File: src/rtl/board_renderer.sv
// board_renderer: three-stage game-board pixel generator (owner colour, grid lines, cursor box).
// Define BOARD_RENDERER_BLINK_EN to make the cursor box blink every BLINK_FRAMES frames.
module board_renderer #(
  parameter int WIDTH        = 12,
  parameter int BOARD_X0     = 240,
  parameter int BOARD_Y0     = 140,
  parameter int CELL_LOG2    = 5,
  parameter int COLS         = 10,
  parameter int ROWS         = 10,
  parameter int BLINK_FRAMES = 30,
  localparam int AW          = $clog2(ROWS * COLS)
) (
  input  logic             clk_vga,
  input  logic             reset_n,
  input  logic [WIDTH-1:0] hdata,
  input  logic [WIDTH-1:0] vdata,
  input  logic [3:0]       cursor_x,
  input  logic [3:0]       cursor_y,
  output logic [AW-1:0]    cell_addr_o,
  input  logic [7:0]       cell_data_i,
  output logic [7:0]       gen_red,
  output logic [7:0]       gen_green,
  output logic [7:0]       gen_blue,
  output logic             use_gen
);

  localparam int CELL = 1 << CELL_LOG2;
  localparam int CW   = WIDTH - CELL_LOG2;
  localparam logic [WIDTH-1:0] X0 = WIDTH'(BOARD_X0);
  localparam logic [WIDTH-1:0] X1 = WIDTH'(BOARD_X0 + (COLS << CELL_LOG2));
  localparam logic [WIDTH-1:0] Y0 = WIDTH'(BOARD_Y0);
  localparam logic [WIDTH-1:0] Y1 = WIDTH'(BOARD_Y0 + (ROWS << CELL_LOG2));

  logic [WIDTH-1:0]     dx, dy;
  logic [CW-1:0]        col, row;
  logic                 in_board_d, in_board1_q, in_board2_q;
  logic [CELL_LOG2-1:0] lx_d, lx1_q, lx2_q;
  logic [CELL_LOG2-1:0] ly_d, ly1_q, ly2_q;
  logic                 hit_d, hit1_q, hit2_q;
  logic [AW-1:0]        cell_addr_d, cell_addr_q;
  logic                 blink_on;
  logic [7:0]           red_d, red_q, green_d, green_q, blue_d, blue_q;
  logic                 use_gen_d, use_gen_q;
  logic                 unused_data;

  assign unused_data = ^cell_data_i[5:0];

  function automatic logic near_edge(input logic [CELL_LOG2-1:0] p);
    return (p < CELL_LOG2'(2)) || (p >= CELL_LOG2'(CELL - 2));
  endfunction

  // Offsets are only formed once the coordinate is known to be right of/below the origin.
  always_comb begin
    in_board_d  = (hdata >= X0) && (hdata < X1) && (vdata >= Y0) && (vdata < Y1);
    dx          = (hdata >= X0) ? hdata - X0 : '0;
    dy          = (vdata >= Y0) ? vdata - Y0 : '0;
    col         = dx[WIDTH-1:CELL_LOG2];
    row         = dy[WIDTH-1:CELL_LOG2];
    lx_d        = dx[CELL_LOG2-1:0];
    ly_d        = dy[CELL_LOG2-1:0];
    cell_addr_d = in_board_d ? AW'(int'(row) * COLS + int'(col)) : '0;
    hit_d       = in_board_d && blink_on &&
                  (int'(cursor_x) < COLS) && (int'(cursor_y) < ROWS) &&
                  (int'(col) == int'(cursor_x)) && (int'(row) == int'(cursor_y));
  end

`ifdef BOARD_RENDERER_BLINK_EN
  localparam int FCW = (BLINK_FRAMES > 1) ? $clog2(BLINK_FRAMES) : 1;

  logic [FCW-1:0] frame_cnt_d, frame_cnt_q;
  logic           blink_on_d, blink_on_q;

  always_comb begin
    frame_cnt_d = frame_cnt_q;
    blink_on_d  = blink_on_q;
    if ((hdata == '0) && (vdata == '0)) begin
      if (frame_cnt_q == FCW'(BLINK_FRAMES - 1)) begin
        frame_cnt_d = '0;
        blink_on_d  = ~blink_on_q;
      end else begin
        frame_cnt_d = frame_cnt_q + FCW'(1);
      end
    end
  end

  always_ff @(posedge clk_vga or negedge reset_n) begin
    if (!reset_n) begin
      frame_cnt_q <= '0;
      blink_on_q  <= 1'b1;
    end else begin
      frame_cnt_q <= frame_cnt_d;
      blink_on_q  <= blink_on_d;
    end
  end

  assign blink_on = blink_on_q;
`else
  assign blink_on = 1'b1;
`endif

  // Owner data is only consulted on board, so off-board pixels ignore undefined RAM data.
  always_comb begin
    red_d     = '0;
    green_d   = '0;
    blue_d    = '0;
    use_gen_d = 1'b0;
    if (in_board2_q) begin
      if (hit2_q && (near_edge(lx2_q) || near_edge(ly2_q))) begin
        {use_gen_d, red_d, green_d, blue_d} = {1'b1, 24'hFFFFFF};
      end else if ((lx2_q == '0) || (ly2_q == '0)) begin
        {use_gen_d, red_d, green_d, blue_d} = {1'b1, 24'h404040};
      end else begin
        case (cell_data_i[7:6])
          2'd1:    {use_gen_d, red_d, green_d, blue_d} = {1'b1, 24'hFF2020};
          2'd2:    {use_gen_d, red_d, green_d, blue_d} = {1'b1, 24'h2040FF};
          2'd3:    {use_gen_d, red_d, green_d, blue_d} = {1'b1, 24'h808080};
          default: {use_gen_d, red_d, green_d, blue_d} = '0;
        endcase
      end
    end
  end

  always_ff @(posedge clk_vga or negedge reset_n) begin
    if (!reset_n) begin
      in_board1_q <= 1'b0;
      lx1_q       <= '0;
      ly1_q       <= '0;
      hit1_q      <= 1'b0;
      cell_addr_q <= '0;
      in_board2_q <= 1'b0;
      lx2_q       <= '0;
      ly2_q       <= '0;
      hit2_q      <= 1'b0;
      red_q       <= '0;
      green_q     <= '0;
      blue_q      <= '0;
      use_gen_q   <= 1'b0;
    end else begin
      in_board1_q <= in_board_d;
      lx1_q       <= lx_d;
      ly1_q       <= ly_d;
      hit1_q      <= hit_d;
      cell_addr_q <= cell_addr_d;
      in_board2_q <= in_board1_q;
      lx2_q       <= lx1_q;
      ly2_q       <= ly1_q;
      hit2_q      <= hit1_q;
      red_q       <= red_d;
      green_q     <= green_d;
      blue_q      <= blue_d;
      use_gen_q   <= use_gen_d;
    end
  end

  assign cell_addr_o = cell_addr_q;
  assign gen_red     = red_q;
  assign gen_green   = green_q;
  assign gen_blue    = blue_q;
  assign use_gen     = use_gen_q;

endmodule

File: config.mk
export PLATFORM = sky130hd
export DESIGN_NAME = board_renderer
export DESIGN_NICKNAME = d
export VERILOG_FILES = /design/src/rtl/board_renderer.sv
export SDC_FILE = /design/constraint.sdc
export NUM_CORES = 1
export LEC_CHECK = 0
export CAP_MARGIN = 15
export CORE_AREA = 2 2 84 86
export CTS_BUF_LIST = sky130_fd_sc_hd__clkbuf_4 sky130_fd_sc_hd__clkbuf_8 sky130_fd_sc_hd__clkbuf_16
export CTS_CLUSTER_DIAMETER = 150
export CTS_CLUSTER_SIZE = 30
export DETAILED_ROUTE_END_ITERATION = 10
export DIE_AREA = 0 0 86 88
export PLACE_DENSITY = 0.71
export SLEW_MARGIN = 20
export SYNTH_ARGS = -nofsm -noshare
export SYNTH_HDL_FRONTEND = slang
export SYNTH_SLANG_ARGS = --single-unit
File: constraint.sdc
create_clock -name clk_vga -period 1.8 [get_ports clk_vga]
set_input_delay 0.18 -clock clk_vga [delete_from_list [all_inputs] [get_ports clk_vga]]
set_output_delay 0.18 -clock clk_vga [all_outputs]
set_load 0.005 [all_outputs]
==> metrics <==
Worst R2R Start=lx2_q[4]; number of synthesis warnings=0; DR vias=2490; Pre-Repair DR Iteration Count=4; total track usage=18.3%; Hold Path End=ly1_q[2]; net count after synthesis=334; Ports=74; min-delay src=vdata[2]; delay-heaviest family, CP=adder cells; CP Max Fanout=3; Die Area=around 7600 sq um; CP Capture Type=flop; WP data required=roughly 2.0 ns; Residual DRC=0; most common cell in the netlist=dfrtp_1; Seq/Total Area, Yosys=between 30% and 40%; CTS root buf=clkbuf_8; Fin Clk Skew=roughly 0.010 ns; register bit total from synthesis=41; Hold Path Stages=3; Reg2Reg Depth=4; initial drt markers=approximately 90; Max Slew Vio Count=0; Slew HR=68.7%; worst hold-check path type=input port to flop; Setup violations, final=6; Reg2Reg Setup Slack=between 0.1 and 0.15 ns; WS Path Type=input port to flop; RD Place Congestion=approximately 0.94; ys async rst share=100%; Routed Wire Length=6740 um; arrival time worst endpoint=approximately 3.1 ns; Via density=slightly above 5; largest net degree at the start of global routing=42; Mean Syn Cell Area=approximately 9.5 sq um; RSZ-0062 raised after global routing=yes; power after layout=approximately 2.6 mW; starting density of the core=between 30% and 40%; R2R Path End=use_gen; Max stage delay on crit path=around 0.54 ns; final instance area=just over 4000 sq um; Compound-Gate Fraction of Synth Area=between 15 and 20%; failing checks=setup timing; placed insts=about 470; # nets final=between 400 and 500; status=finished, violations left; CTS H-tree lvls=2; first-pass GRT wire length=10900 um; CP cell instances=buf_8 -> ha_4 -> buf_6 -> buf_6 -> nor3_4 -> xor2_1 -> nand2_2 -> o21ai_2 -> ha_4 -> inv_2 -> fa_1 -> inv_2 -> ha_4 -> a211o_1 -> a21oi_2 -> or3b_4 -> mux2i_1; Core Area=roughly 6600 sq um; vias in the first global route=2457; post-synthesis simple-gate area fraction=20.0%; MaxCap Viol Count=0; CP Depth=17; post-synthesis cell area=roughly 2600 sq um; dpl hpwl=between 5000 and 6000 um; Layout area overhead=58.8%; Die H=88 um; clk slew on worst S/H paths=around 0.07 ns; ANT cells=0; CTS Sinks=just over 40; Clock Path Buffers=2; Adder-Cell Fraction of Synth Area=between 8 and 9%; Layout Cells excl Fill=482; power per standard cell area=between 600 and 700 nW/um^2; VDD IR-drop max=approximately 0.28 mV; Pleak=1.87 nW; fin crit period=between 2 and 3 ns; final hold vios=0; dominant cells by area after synthesis=dfrtp_1 (39%), ha_1 (7.7%), buf_4 (4.3%); CP max-delay cell=fa_1; Syn Inst Count=approximately 280; leading area contributor after synthesis=dfrtp_1; Post-synth EDFFs=0; synth cell count leaders=dfrtp_1 (41), nand2_1 (18), nor2_1 (18), o21ai_0 (18), ha_1 (16); Final Core Density=approximately 62%; Fillers=between 500 and 600; Std-Cell Rows=30; share of cells above drive strength 1=32.1%; crit path buf inv count=5; Yosys cell types=55; worst skew pair latency=approximately 0.3 ns; XOR/XNOR Fraction of Synth Area=6.57%; number of port buffers=67; fin crit share=161%; Die Wd=about 86 um; most used cell, CP=ha_4; Synth Flop Type=dfrtp_1; DRT antenna net count=0; Congestion Overflow GR=0; Worst Tran Pin Value=approximately 0.47 ns; initial antenna violation count=0; total CTS buffers=5; WL/cell=around 14 um; final worst slack=-1.11 ns; main combinational cell family by area after synthesis=simple AND/OR/NAND/NOR gates; CTS tree=built; fmax=about 0.34 GHz; multiplexer share of the synthesized area=0.384%; Synth top area share=39.3%; CP Launch Type=input port; Post-DP Area=roughly 3800 sq um
-- kinds of logic (layout without fill, tap and decap cells) --
kind of cell | Yosys count | in the layout
and+or+nand+nor | 94 | 94
AOI/OAI and AO/OA | 63 | 63
DFF | 41 | 41
buffers and inverters | 41 | 168
xor gates and xnor gates | 18 | 18
adders and majority gates | 17 | 17
muxes | 1 | 1
-- registers in the layout (all words and copies together), names as in the netlist --
name         count
hit2_q           1
lx2_q            5
gen_red          2
lx1_q            5
gen_blue         4
in_board1_q      1
ly2_q            5
hit1_q           1
in_board2_q      1
cell_addr_o      7
gen_green        3
ly1_q            5
use_gen          1
-- power breakdown --
part	total [mW]	switching, mW	leakage [nW]	internal (mW)
registers	0.964	0.0110	0.529	0.953
clock network	0.746	0.296	0.0574	0.450
logic	0.850	0.386	1.28	0.464
-- how the worst max path moves through the flow --
| stage | from | end | slack (ns) |
|---|---|---|---|
| 2_1_floorplan | vdata[3] | cell_addr_o[6] | -1.51 |
| 3_3_place_gp | vdata[3] | cell_addr_o[6] | -1.89 |
| 3_5_place_dp | vdata[3] | cell_addr_o[6] | -1.96 |
| 4_1_cts | vdata[2] | cell_addr_o[6] | -1.21 |
| 5_1_grt | vdata[3] | cell_addr_o[6] | -1.20 |
| 6_report | vdata[3] | cell_addr_o[6] | -1.11 |
-- layout make-up --
type	count	area (sq um)	area share, %
multi-input cells	193	1560	37.8
repair buffers	145	1280	30.8
flip-flops and latches	41	1030	24.8
well taps	80	100	2.42
clock buffers	6	82.6	1.99
inverters	15	56.3	1.36
clock inverters	2	37.5	0.906
-- worst reg2reg max path, cell delays in order (launching register included) --
cell and delay [ns]:
dfrtp_1 0.40, or4_1 0.56, a41oi_2 0.26, nor2_1 0.10, a21boi_0 0.26
-- layout by cell type, fill, tap and decap left out, drive strengths merged, types with 3 or more instances in the layout --
cell,netlist,routed
a21boi,3,3
a21oi,14,14
a41oi,3,3
and2,12,12
and3,3,3
buf,20,82
clkbuf,6,7
clkdlybuf4s15,0,3
clkdlybuf4s50,0,49
dfrtp,41,41
dlygate4sd2,0,6
dlymetal6s2s,0,3
ha,16,16
inv,15,15
nand2,18,18
nand2b,3,3
nand3,7,7
nand4,5,5
nor2,18,18
nor3,8,8
o21ai,19,19
o22ai,5,5
o31ai,3,3
or3,8,8
or4,3,3
xnor2,12,12
xor2,5,5
-- metrics by stage --
| stage | TNS [ns] | hold WS [ns] | setup slack [ns] |
|---|---|---|---|
| floorplan | -4.77 | -0.116 | -1.51 |
| finish | -3.23 | 0.163 | -1.11 |
| detailed placement | -12.15 | 0.256 | -1.96 |
| global placement | -11.49 | 0.253 | -1.89 |
| CTS | -3.46 | 0.152 | -1.21 |
| global route | -3.69 | 0.163 | -1.20 |
-- what timing repair did --
item | 4_1_cts | 5_1_grt
setup buffers | 2 | 5
cloned | 0 | 0
endpoints found under the hold margin | 41 | 0
pin swaps | 14 | 21
hold buffers | 1 | 0
endpoints found under the setup margin | 11 | 7
gates resized for setup | 47 | 32
-- metal layers --
metal	wire length (um)	track usage (%)	vias up	share of wire, %
met4	167	8.37	0	2.5
met1	2730	20.0	1169	41
met2	3480	34.9	92	52
met5	0	0	-	0
met3	355	2.83	12	5.3
li1	-	-	1217	-
Note: power is estimated with default switching activity, not from simulation.
==> variant 1: new RTL, config.mk and constraints unchanged <==
Add a define of `BOARD_RENDERER_BLINK_EN`.
--- a/src/rtl/board_renderer.sv
+++ b/src/rtl/board_renderer.sv
@@ -2,2 +2,4 @@
 // Define BOARD_RENDERER_BLINK_EN to make the cursor box blink every BLINK_FRAMES frames.
+`define BOARD_RENDERER_BLINK_EN
+
 module board_renderer #(
Formal check against the unedited RTL: no difference found for any inputs over 10 cycles, from zero or initial values and one cycle with reset_n low; that may be too few to reach the edited logic, so the function may still have changed.
==> variant 1 against the unedited design <==
- the flow still finishes with violations (setup timing)
- setup slack improved by 170 ps
- design area increased by 9.4%
- global-route usage increased by 2.4 points
- power increased by 7.2%
- area after synthesis increased by 10%
- routed wire length increased by 11%
- critical path depth decreased by 3
- clock skew decreased by 6.8 ps
- die area unchanged
- clock power decreased by 0.8%
- sequential cell count increased by 6
- sequential power increased by 14%
- non-clock buffer count increased by 8
- largest cell class unchanged
==> variant 1: results <==
run_status:
  run_status: "finished with violations"
  violations: "setup timing"
timing:
  setup_slack_ps: -933.8
  final-setup-viol-count: 7
  fin_skew_ps: 3.186
  worst_pin_slew_ps: 494.4
  fin_tns_setup_ps: -2998
power_and_ir_drop:
  p_comb_uw: 906
  total_power_mw: 2.743
  p_clk_share_pct: 27.0
  p_sw_uw: 737.2
  ir_drop_uv: 304.7
  power_leakage_nw: 2.033
logic_synthesis:
  yosysSeqAreaShare_pct: 41.02
  synth_common_cells: "dfrtp_1, inv_1, ha_1, nor2_1, nand2_1"
  synthTopCellsByArea: "dfrtp_1, ha_1, xnor2_1, buf_4, inv_1"
  syn_nets: 359
  synth_compound_area_share_pct: 15.69
  synth_xor_area_share_pct: 6.103
  synthAdderAreaFrac_pct: 9.416
  syn_avg_cell_area_um2: 9.697
place:
  place_congestion: 0.8599
  dp_hpwl_um: 5769
  placement.cell_area_um2: 4136
  placed_cells_incl_taps: 491
  pre_cts_slack_ps: -1702
global_route:
  grt_pass1_wl_um: 12270
  grt_max_degree: 27
  grt_pass1_vias: 2732
  track_usage_pct: 20.79
critical_path:
  critPathArrivalTime_ps: 2950
  path_max_fanout: 3
  worst_r2r_path_depth: 6
route:
  avgRoutedWirePerCell_um: 14.75
  routed_via_density: 5.194
  vias: 2644
layout:
  num-fill-cells: 505
  layout-drive-gt1-share_pct: 32.63
variant 1: cell count changes after synthesis, moves of 4 or more:
cell     before  now
inv_1        15   22
buf_2         1    5
ha_1         16   20
or3_1         8    0
dfrtp_1      41   46
variant 1: worst max-delay path, stage by stage:
cell and delay [ps]:
buf_8 100, ha_4 150, o41a_1 350, nor3_2 180, a21o_1 160, mux2i_2 290
ha_4 170, inv_2 30, fa_1 480, inv_2 50, ha_4 160, a2111o_1 310
a21bo_1 200, mux2i_1 120
variant 1: repair_timing:
item,in CTS,in global routing
pin swaps,30,6
resized for setup,77,4
hold buffers,1,0
setup buffers,9,2
setup endpoints to repair,11,7
endpoints found under the hold margin,21,0
variant 1: layer usage:
| metal | vias up | GRT usage, % | wire length, µm | part of all wire [%] |
|---|---|---|---|---|
| li1 | 1293 | - | - | - |
| met1 | 1258 | 21.66 | 2796 | 37 |
| met2 | 81 | 41.09 | 4208 | 56 |
| met3 | 12 | 2.639 | 305 | 4.1 |
| met4 | 0 | 9.524 | 199 | 2.6 |
| met5 | - | 0 | 0 | 0 |
variant 1: layout make-up:
class	count	area, µm²	share of cell area, %
multi-input cells	200	1710	37.75
repair buffers	153	1354	29.88
flip-flops and latches	47	1177	25.99
well taps	80	100.1	2.209
inverters	22	82.58	1.823
clock buffers	6	76.32	1.685
clock inverters	1	30.03	0.6628
variant 1: final timing paths:
kind | from | to | slack, ps
worst max-delay path | vdata[3] | cell_addr_o[6] | -930
worst min-delay path | vdata[2] | ly1_q[2] | 160
worst max register to register | blink_on | hit1_q | 130
worst min register to register | lx1_q[1] | lx2_q[1] | 350
max in group asynchronous | reset_n | blink_on | 850
min in group asynchronous | reset_n | ly2_q[2] | 370
==> variant 2: new RTL, config.mk and constraints unchanged <==
Without the edit above. Add an input register stage for `cursor_x`, `cursor_y` and `cell_data_i`, without a reset; this delays them by one clock. The other inputs are not delayed to match.
--- a/src/rtl/board_renderer.sv
+++ b/src/rtl/board_renderer.sv
@@ -33,2 +33,12 @@
 
+  logic [3:0] cursor_x_q;
+  logic [3:0] cursor_y_q;
+  logic [7:0] cell_data_q;
+
+  always_ff @(posedge clk_vga) begin
+    cursor_x_q  <= cursor_x;
+    cursor_y_q  <= cursor_y;
+    cell_data_q <= cell_data_i;
+  end
+
   logic [WIDTH-1:0]     dx, dy;
@@ -45,3 +55,3 @@
 
-  assign unused_data = ^cell_data_i[5:0];
+  assign unused_data = ^cell_data_q[5:0];
 
@@ -62,4 +72,4 @@
     hit_d       = in_board_d && blink_on &&
-                  (int'(cursor_x) < COLS) && (int'(cursor_y) < ROWS) &&
-                  (int'(col) == int'(cursor_x)) && (int'(row) == int'(cursor_y));
+                  (int'(cursor_x_q) < COLS) && (int'(cursor_y_q) < ROWS) &&
+                  (int'(col) == int'(cursor_x_q)) && (int'(row) == int'(cursor_y_q));
   end
@@ -112,3 +122,3 @@
       end else begin
-        case (cell_data_i[7:6])
+        case (cell_data_q[7:6])
           2'd1:    {use_gen_d, red_d, green_d, blue_d} = {1'b1, 24'hFF2020};
Function: changed (Yosys sat finds a counterexample within 4 cycles, from zero or initial values and one cycle with reset_n low).
==> variant 2 against the unedited design <==
- sequential cell count increased by 10
- largest power group unchanged
- the run still ends with setup timing left
- area after synthesis up 7.7%
- critical path depth shrank 3
- design area up 3.4%
- fmax shrank 0.59%
- clock power rose by 8.8%
- combinational power fell by 3.2%
- setup slack got worse by 17 ps
- power rose by 11%
- routed wire length is 1.3% higher
==> variant 2: results <==
run_status:
  run_status: "finished with violations"
  violations: "setup timing"
logic_synthesis:
  synth_xor_area_share_pct: 6.102
  synthAdderAreaFrac_pct: 7.840
  synth_common_cells: "dfrtp_1, nand2_1, nor2_1, o21ai_0, ha_1"
  synth_cell_types: 56
  yosysSeqAreaShare_pct: 43.65
  synth_warnings: 0
  synthTopCellsByArea: "dfrtp_1, dfxtp_1, ha_1, buf_4, xnor2_1"
  synthCells: 285
  synth_compound_area_share_pct: 15.46
  synthArstFlopShare_pct: 80.39
  synth_mux_area_share_pct: 0.3563
  syn_nets: 344
timing:
  fin_skew_ps: 2.717
  setup_slack_ps: -1123
  hold-worst-slack_ps: 132.6
  slew_headroom_pct: 65.34
  fin_tns_setup_ps: -3271
  final-setup-viol-count: 6
global_route:
  track_usage_pct: 18.82
  grt_pass1_vias: 2558
  grt_pass1_wl_um: 11170
  antenna_found_initial: 0
layout:
  num-fill-cells: 522
  largest_reg_flops: 7
  nNetsFinal: 465
  layout-drive-gt1-share_pct: 31.45
  layout.cells.non_filler: 487
clock_network:
  cts_buffers: 5
  clkTransAtPathRegs_ps: 90
critical_path:
  reg2reg_from: "lx2_q[3]"
  rr_endpoint: "gen_red[7]"
  path_max_fanout: 3
  critPathArrivalTime_ps: 3160
route:
  drtIter0Drc: 95
  routed_via_density: 5.203
  wirelength_um: 6823
hold_path:
  worstHoldStart: "vdata[2]"
place:
  dp_hpwl_um: 5187
  pre_cts_slack_ps: -1947
  place_congestion: 0.8497
power_and_ir_drop:
  power_leakage_nw: 1.901
  ir_drop_uv: 409.5
-- variant 2: cell count changes after synthesis --
cell,delta
dfxtp_1,+10
-- variant 2: where the power goes --
group	switching [mW]	leakage, nW	internal [mW]
Combinational	0.374	1.23	0.448
Clock	0.393	0.0548	0.419
Sequential	0.0245	0.613	1.19
-- variant 2: worst max-delay path: cells and delay by family --
kind	cells	cell delay, ps
compound gates	3	500
fa+ha+maj	4	1210
buf+inv	3	180
mux	1	160
simple gates	3	920
-- variant 2: cell families (layout without fill, tap and decap cells) --
| family | after synthesis | count (layout) |
|---|---|---|
| XOR/XNOR | 18 | 18 |
| AO/OA/AOI/OAI | 63 | 63 |
| flip-flops | 51 | 51 |
| AND/OR/NAND/NOR | 94 | 94 |
| adder cells (fa/ha/maj) | 17 | 17 |
| multiplexers | 1 | 1 |
| buffers and inverters | 41 | 163 |
-- variant 2: how the worst max path moves through the flow --
stage	start	end	slack [ps]	cells after the start
3_3_place_gp	vdata[3]	cell_addr_o[6]	-1890	14
5_1_grt	vdata[2]	cell_addr_o[6]	-1170	17
3_5_place_dp	vdata[3]	cell_addr_o[6]	-1950	14
2_1_floorplan	vdata[3]	cell_addr_o[6]	-1510	14
6_report	vdata[2]	cell_addr_o[6]	-1120	14
4_1_cts	vdata[2]	cell_addr_o[6]	-1100	14
-- variant 2: timing repair --
action                                  CTS  global route
hold endpoints to repair                 41             0
hold buffers                              1             0
cloned                                    0             0
endpoints found under the setup margin   11             6
buffers inserted                          3             2
resized for setup                        60            21
pin swaps                                16             9
-- variant 2: routing by layer --
layer | global-route usage, % | share of wire [%] | wire, µm
met1 | 21.44 | 40 | 2750
met2 | 35.52 | 52 | 3577
met4 | 6.061 | 1.3 | 91
met5 | 0 | 0 | 0
met3 | 3.393 | 5.9 | 404
-- variant 2: cell type report --
cell class | count | share of cell area, %
multi-input combinational | 193 | 36.73
inverter | 15 | 1.314
sequential | 51 | 28.61
tap | 80 | 2.336
clock inverter | 3 | 1.080
clock buffer | 5 | 1.606
timing repair buffer | 140 | 28.32
-- variant 2: metrics by stage --
step | instance area (µm²) | utilization (%)
after floorplan | 2870 | -
after global placement | 3969 | 59.74
after detailed placement | 3969 | 59.74
after CTS | 4195 | 63.14
after global routing | 4285 | 64.50
final | 4285 | 64.50
